==> config.mk <==
export PLATFORM = sky130hd
export DESIGN_NAME = spi_hdr_router
export DESIGN_NICKNAME = d
export VERILOG_FILES = /design/src/rtl/spi_hdr_router.sv
export SDC_FILE = /design/constraint.sdc
export NUM_CORES = 1
export LEC_CHECK = 0
export CAP_MARGIN = 20
export CORE_MARGIN = 2
export CORE_UTILIZATION = 50
export CTS_CLUSTER_DIAMETER = 200
export DETAILED_ROUTE_END_ITERATION = 12
export PLACE_DENSITY_LB_ADDON = 0.3
export SLEW_MARGIN = 40
export SYNTH_ARGS = -nofsm -noshare
export SYNTH_HDL_FRONTEND = slang
export SYNTH_SLANG_ARGS = --single-unit
export TNS_END_PERCENT = 10
==> constraint.sdc <==
create_clock -name sys_clk -period 3.2 [get_ports sys_clk]
set_clock_uncertainty 0.15 [all_clocks]
set_input_delay 0.48 -clock sys_clk [delete_from_list [all_inputs] [get_ports sys_clk]]
set_output_delay 0.48 -clock sys_clk [all_outputs]
set_load 0.05 [all_outputs]
==> src/rtl/spi_hdr_router.sv <==
// spi_hdr_router
//   Oversamples an MCU SPI bus (mode 0) in the sys_clk domain. The first byte
//   of each chip-select frame is a routing header:
//     hdr[7] = 1            -> broadcast the rest of the frame to all slaves
//     hdr[7] = 0, ch < N_CH -> forward the rest of the frame to slave ch
//     otherwise             -> flag hdr_err and discard the frame
//   The selected slave's MISO is returned to the MCU. In broadcast it reads 0.
//
// Ports
//   sys_clk, sys_rst     system clock, asynchronous active-high reset
//   mcu_spi_clk/cs/mosi  MCU SPI inputs (cs active-low), asynchronous to sys_clk
//   mcu_spi_miso         data returned to the MCU
//   slave_spi_clk/mosi   per-slave SCLK/MOSI, registered copies of the MCU bus
//   slave_spi_cs         per-slave chip select, active-low
//   slave_spi_miso       per-slave MISO
//   active_ch            channel of the current or last unicast frame
//   busy                 FSM not idle
//   bcast                broadcast frame being forwarded
//   hdr_err              one-cycle pulse on an out-of-range header
//   frame_done           one-cycle pulse at the end of a forwarded frame
module spi_hdr_router #(
  parameter int N_CH        = 7,
  parameter int CH_W        = 3,
  parameter int SYNC_STAGES = 2
) (
  input  logic            sys_clk,
  input  logic            sys_rst,
  input  logic            mcu_spi_clk,
  input  logic            mcu_spi_cs,
  input  logic            mcu_spi_mosi,
  output logic            mcu_spi_miso,
  output logic [N_CH-1:0] slave_spi_clk,
  output logic [N_CH-1:0] slave_spi_mosi,
  output logic [N_CH-1:0] slave_spi_cs,
  input  logic [N_CH-1:0] slave_spi_miso,
  output logic [CH_W-1:0] active_ch,
  output logic            busy,
  output logic            bcast,
  output logic            hdr_err,
  output logic            frame_done
);

  typedef enum logic [1:0] {IDLE, HEADER, FORWARD, DISCARD} state_t;

  localparam logic [6:0] N_CH_HDR = 7'(N_CH);

  logic [SYNC_STAGES-1:0] sclk_p0, cs_p0, mosi_p0;
  logic                   sclk_p1, cs_p1;
  logic                   sclk_s, cs_s, mosi_s;
  logic                   sclk_rise, sclk_fall, cs_rise, cs_fall;

  state_t          state, state_nxt;
  logic [7:0]      hdr;
  logic [3:0]      bit_cnt;
  logic            hdr_in_range, hdr_ok, hdr_dec;
  logic [N_CH-1:0] sel, sel_dec, sel_nxt, fwd_mask;
  logic            miso_sel;

  // ---- stage p0: synchronisers; stage p1: edge-reference copies ----
  // The CS chain resets low so that a CS already held low when reset is
  // released is not mistaken for a new falling edge.
  always_ff @(posedge sys_clk or posedge sys_rst) begin
    if (sys_rst) begin
      sclk_p0 <= '0;
      cs_p0   <= '0;
      sclk_p1 <= 1'b0;
      cs_p1   <= 1'b0;
    end else begin
      sclk_p0 <= {sclk_p0[SYNC_STAGES-2:0], mcu_spi_clk};
      cs_p0   <= {cs_p0[SYNC_STAGES-2:0], mcu_spi_cs};
      sclk_p1 <= sclk_s;
      cs_p1   <= cs_s;
    end
  end

  always_ff @(posedge sys_clk) begin
    mosi_p0 <= {mosi_p0[SYNC_STAGES-2:0], mcu_spi_mosi};
  end

  assign sclk_s    = sclk_p0[SYNC_STAGES-1];
  assign cs_s      = cs_p0[SYNC_STAGES-1];
  assign mosi_s    = mosi_p0[SYNC_STAGES-1];
  assign sclk_rise = sclk_s & ~sclk_p1;
  assign sclk_fall = ~sclk_s & sclk_p1;
  assign cs_rise   = cs_s & ~cs_p1;
  assign cs_fall   = ~cs_s & cs_p1;

  // ---- header decode and routing FSM ----
  // A CS rising edge takes priority over any SCLK edge in the same cycle.
  always_comb begin
    hdr_in_range = (hdr[6:0] < N_CH_HDR);
    hdr_ok       = hdr[7] | hdr_in_range;
    hdr_dec      = (state == HEADER) && !cs_rise && (bit_cnt == 4'd8) && sclk_fall;
    sel_dec      = '0;
    for (int i = 0; i < N_CH; i++) begin
      sel_dec[i] = hdr[7] | (hdr[6:0] == 7'(i));
    end
  end

  always_comb begin
    state_nxt = state;
    case (state)
      IDLE:    if (cs_fall) state_nxt = HEADER;
      HEADER: begin
        if (cs_rise)      state_nxt = IDLE;
        else if (hdr_dec) state_nxt = hdr_ok ? FORWARD : DISCARD;
      end
      FORWARD: if (cs_rise) state_nxt = IDLE;
      DISCARD: if (cs_rise) state_nxt = IDLE;
      default: state_nxt = IDLE;
    endcase
  end

  always_ff @(posedge sys_clk or posedge sys_rst) begin
    if (sys_rst) state <= IDLE;
    else         state <= state_nxt;
  end

  assign sel_nxt  = hdr_dec ? sel_dec : sel;
  assign fwd_mask = (state_nxt == FORWARD) ? sel_nxt : '0;
  assign busy     = (state != IDLE);

  // ---- stage p2: registered slave-side outputs and status ----
  always_ff @(posedge sys_clk or posedge sys_rst) begin
    if (sys_rst) begin
      hdr            <= '0;
      bit_cnt        <= '0;
      sel            <= '0;
      active_ch      <= '0;
      bcast          <= 1'b0;
      hdr_err        <= 1'b0;
      frame_done     <= 1'b0;
      slave_spi_cs   <= '1;
      slave_spi_clk  <= '0;
      slave_spi_mosi <= '0;
    end else begin
      hdr_err    <= hdr_dec && !hdr_ok;
      frame_done <= (state == FORWARD) && cs_rise;

      if ((state == IDLE) && cs_fall) begin
        hdr     <= '0;
        bit_cnt <= '0;
      end else if ((state == HEADER) && sclk_rise && (bit_cnt != 4'd8)) begin
        hdr     <= {hdr[6:0], mosi_s};
        bit_cnt <= bit_cnt + 4'd1;
      end

      if (hdr_dec && hdr_ok) begin
        sel   <= sel_dec;
        bcast <= hdr[7];
        if (!hdr[7]) active_ch <= hdr[CH_W-1:0];
      end else if ((state == FORWARD) && cs_rise) begin
        bcast <= 1'b0;
      end

      slave_spi_cs   <= ~fwd_mask;
      slave_spi_clk  <= fwd_mask & {N_CH{sclk_s}};
      slave_spi_mosi <= fwd_mask & {N_CH{mosi_s}};
    end
  end

  // ---- MISO return path (combinational) ----
  always_comb begin
    miso_sel = 1'b0;
    for (int i = 0; i < N_CH; i++) begin
      if (active_ch == CH_W'(i)) miso_sel = slave_spi_miso[i];
    end
    mcu_spi_miso = ((state == FORWARD) && !bcast) ? miso_sel : 1'b0;
  end

endmodule

==> results of run 1 <==
==> routing by layer <==
layer / routed length [microns] / part of all wire
met2: 2360 / 0.51
met5: 0 / 0
met4: 83 / 0.018
met1: 2080 / 0.45
met3: 138 / 0.030
==> synth_stat cells (all sizes together) (3+ instances only) <==
cell type	number
a31oi	5
clkbuf	7
dfrtp	47
dfstp	7
inv	15
mux2	9
nand2	14
nand3	19
nand4	3
nor2	11
nor3	11
o211ai	3
o21ai	6
o2bb2ai	6
or3b	9
==> where the power goes <==
part	switching, uW	internal (uW)	total, uW
Clock	211	276	487
Combinational	145	88.8	234
Sequential	47.9	739	787
Total	403	1100	1510
==> critical path: stages <==
cell             delay (ns)
clkdlybuf4s50_1        0.39
mux4_2                 0.45
o21ai_0                0.16
nor3_1                 0.06
clkdlybuf4s50_1        0.70
==> through the flow <==
| step | utilization | setup slack (ns) | power, uW |
|---|---|---|---|
| after floorplan | - | 0.439 | 962 |
| after global placement | 0.633 | 0.342 | 1020 |
| after detailed placement | 0.633 | 0.326 | 1030 |
| after CTS | 0.661 | 0.325 | 1510 |
| after global routing | 0.664 | 0.231 | 1590 |
| final | 0.664 | 0.321 | 1510 |
==> logic make-up (layout without fill, tap and decap cells) <==
| logic type | count (synthesis) | count (layout) | share of synthesized area |
|---|---|---|---|
| AO/OA/AOI/OAI | 26 | 26 | 0.0846 |
| XOR/XNOR | 3 | 3 | 0.0112 |
| adder cells (fa/ha/maj) | 2 | 2 | 0.0106 |
| buffers and inverters | 24 | 68 | 0.0420 |
| flip-flops | 56 | 56 | 0.595 |
| multiplexers | 11 | 11 | 0.0569 |
| AND/OR/NAND/NOR | 82 | 82 | 0.199 |
==> state kept, by name (all words and copies together) (netlist names) <==
name	count
hdr	8
sel	7
slave_spi_clk	7
slave_spi_cs	7
slave_spi_mosi	7
bit_cnt	4
active_ch	3
cs_p0	2
mosi_p0	2
sclk_p0	2
state	2
bcast	1
cs_p1	1
frame_done	1
hdr_err	1
sclk_p1	1
==> final cells by class <==
cell class              instances  area, sq um
fillers                       363         1500
well taps                      52         65.1
clock buffers                   7         96.3
repair buffers                 45          438
clock inverters                 1         30.0
multi-input cells             124          863
inverters                      15         56.3
flip-flops and latches         56         1400
==> how the worst max path moves through the flow <==
stage | from | end | cells past startpoint
4_1_cts | slave_spi_miso[6] | mcu_spi_miso | 5
6_report | slave_spi_miso[6] | mcu_spi_miso | 5
3_3_place_gp | slave_spi_miso[6] | mcu_spi_miso | 5
3_5_place_dp | slave_spi_miso[6] | mcu_spi_miso | 5
5_1_grt | slave_spi_miso[4] | mcu_spi_miso | 5
2_1_floorplan | active_ch[1]$_DFFE_PP0P_ | mcu_spi_miso | 4
==> impl_metrics.env, run 1 <==
export IMPL_mostFrequentLayoutCell="dfrtp_1"
export IMPL_vias=1675
export IMPL_die_w_microns=72.6
export IMPL_die_area_sq_um=5270
export IMPL_r2r_slack_ns=0.81
export IMPL_drt_wl_total_microns=4650
export IMPL_cts_setup_buffers=0
export IMPL_ys_flop_type="dfrtp_1"
export IMPL_met3_usage=0.0428
export IMPL_drc=0
export IMPL_min_path_type="reg2reg"
export IMPL_holdWs_ns=0.182
export IMPL_rr_endpoint="slave_spi_cs[4]$_DFF_PP1_"
export IMPL_cp_start_kind="primary input"
export IMPL_arrival_ns=2.25
export IMPL_cts_tree="built"
export IMPL_r2r_cells=5
export IMPL_start_util=0.529
export IMPL_vias_per_cell=5.58
export IMPL_p_per_area_nw_per_um2=511
export IMPL_dpl_cell_count=292
export IMPL_met1_usage=0.252
export IMPL_cts_sinks=56
export IMPL_crit_type="in2out"
export IMPL_grt_busiest_layer="met2"
export IMPL_clkTransAtPathRegs_ns=0.08
export IMPL_postRouteAntennaNets=0
export IMPL_final_cells=300
export IMPL_grtUsageMet2=0.313
export IMPL_r2r_start="state[1]$_DFF_PP0_"
export IMPL_synth_edf_count=0
export IMPL_pin_count=41
export IMPL_ctsResizeCount=0
export IMPL_cts_buffer_depth=2
export IMPL_avgSynthCellArea_sq_um=11.5
export IMPL_rsz0062_at_grt="false"
export IMPL_period_share=0.900
export IMPL_hpwl_microns=3360
export IMPL_drive_gt1_frac=0.173
export IMPL_syn2layout_area_growth_pct=25.4
export IMPL_synth_cell_area_sq_um=2350
export IMPL_finalSetupTns_ns=0
export IMPL_timing_fmax_mhz=347
export IMPL_clock_latency_ns=0.31
export IMPL_ir_drop_mv=0.336
export IMPL_worst_pin_slew_ns=0.660
export IMPL_yosys_area_top_type="dfrtp_1"
export IMPL_overflow=0
export IMPL_h_tree_depth=2
export IMPL_cts_buffers=5
export IMPL_relSlewSlack=0.559
export IMPL_design_area_sq_um=2950
export IMPL_grt_pass1_wl_microns=7710
export IMPL_hold_end="mosi_p0[1]$_DFF_P_"
export IMPL_setup_viol=0
export IMPL_synth_cell_type_count=43
export IMPL_placement_rows=24
export IMPL_endpoint_kind="output port"
export IMPL_whs_path_depth=0
export IMPL_leakage_uw=0.00124
export IMPL_core_area_sq_um=4440
export IMPL_wl_per_cell_microns=15.5
export IMPL_hold_viol=0
export IMPL_portBuffers=40
export IMPL_synth_top_cell_area_share=0.500
export IMPL_yosys_warnings=0
export IMPL_synth_area_leaders="dfrtp_1 50%, dfstp_2 7.8%, mux2_2 4.3%"
export IMPL_worstPathMaxFanout=1
export IMPL_ys_seq_area_frac=0.595
export IMPL_dpl_cell_area_sq_um=2810
export IMPL_max_cap_violations=0
export IMPL_min_delay_start="mosi_p0[0]$_DFF_P_"
export IMPL_grt_antenna_before_repair=0
export IMPL_mostFrequentLayoutCells="47 x dfrtp_1, 40 x clkdlybuf4s50_1, 19 x nand3_1"
export IMPL_grt_usage=0.191
export IMPL_nNetsFinal=261
export IMPL_status="complete, no violations"
export IMPL_drv_slew=0
export IMPL_grt_max_degree=35
export IMPL_cp_required_ns=2.57
export IMPL_syn_nets=218
export IMPL_drtPass1Iterations=4
export IMPL_ys_async_sr_fraction=0.964
export IMPL_n_antenna_cell=0
export IMPL_die_height_microns=72.6
export IMPL_drtIter0Drc=117
export IMPL_grt_pass1_vias=1613
export IMPL_min_period_ns=2.88
export IMPL_root_buffer="clkbuf_8"
export IMPL_gp_congestion=0.825
export IMPL_cts_hold_buffers_added=0
export IMPL_synth_cells=204
export IMPL_ys_seq_elements=56
Note: power is estimated with default switching activity, not from simulation.
==> inputs of run 2 (changes only) <==
--- a/config.mk
+++ b/config.mk
@@ -8,7 +8,6 @@
 export CAP_MARGIN = 20
 export CORE_MARGIN = 2
 export CORE_UTILIZATION = 50
-export CTS_CLUSTER_DIAMETER = 200
 export DETAILED_ROUTE_END_ITERATION = 12
 export PLACE_DENSITY_LB_ADDON = 0.3
 export SLEW_MARGIN = 40
==> results of run 2 <==
The final DEF is identical to that of run 1; final timing and power are the same.
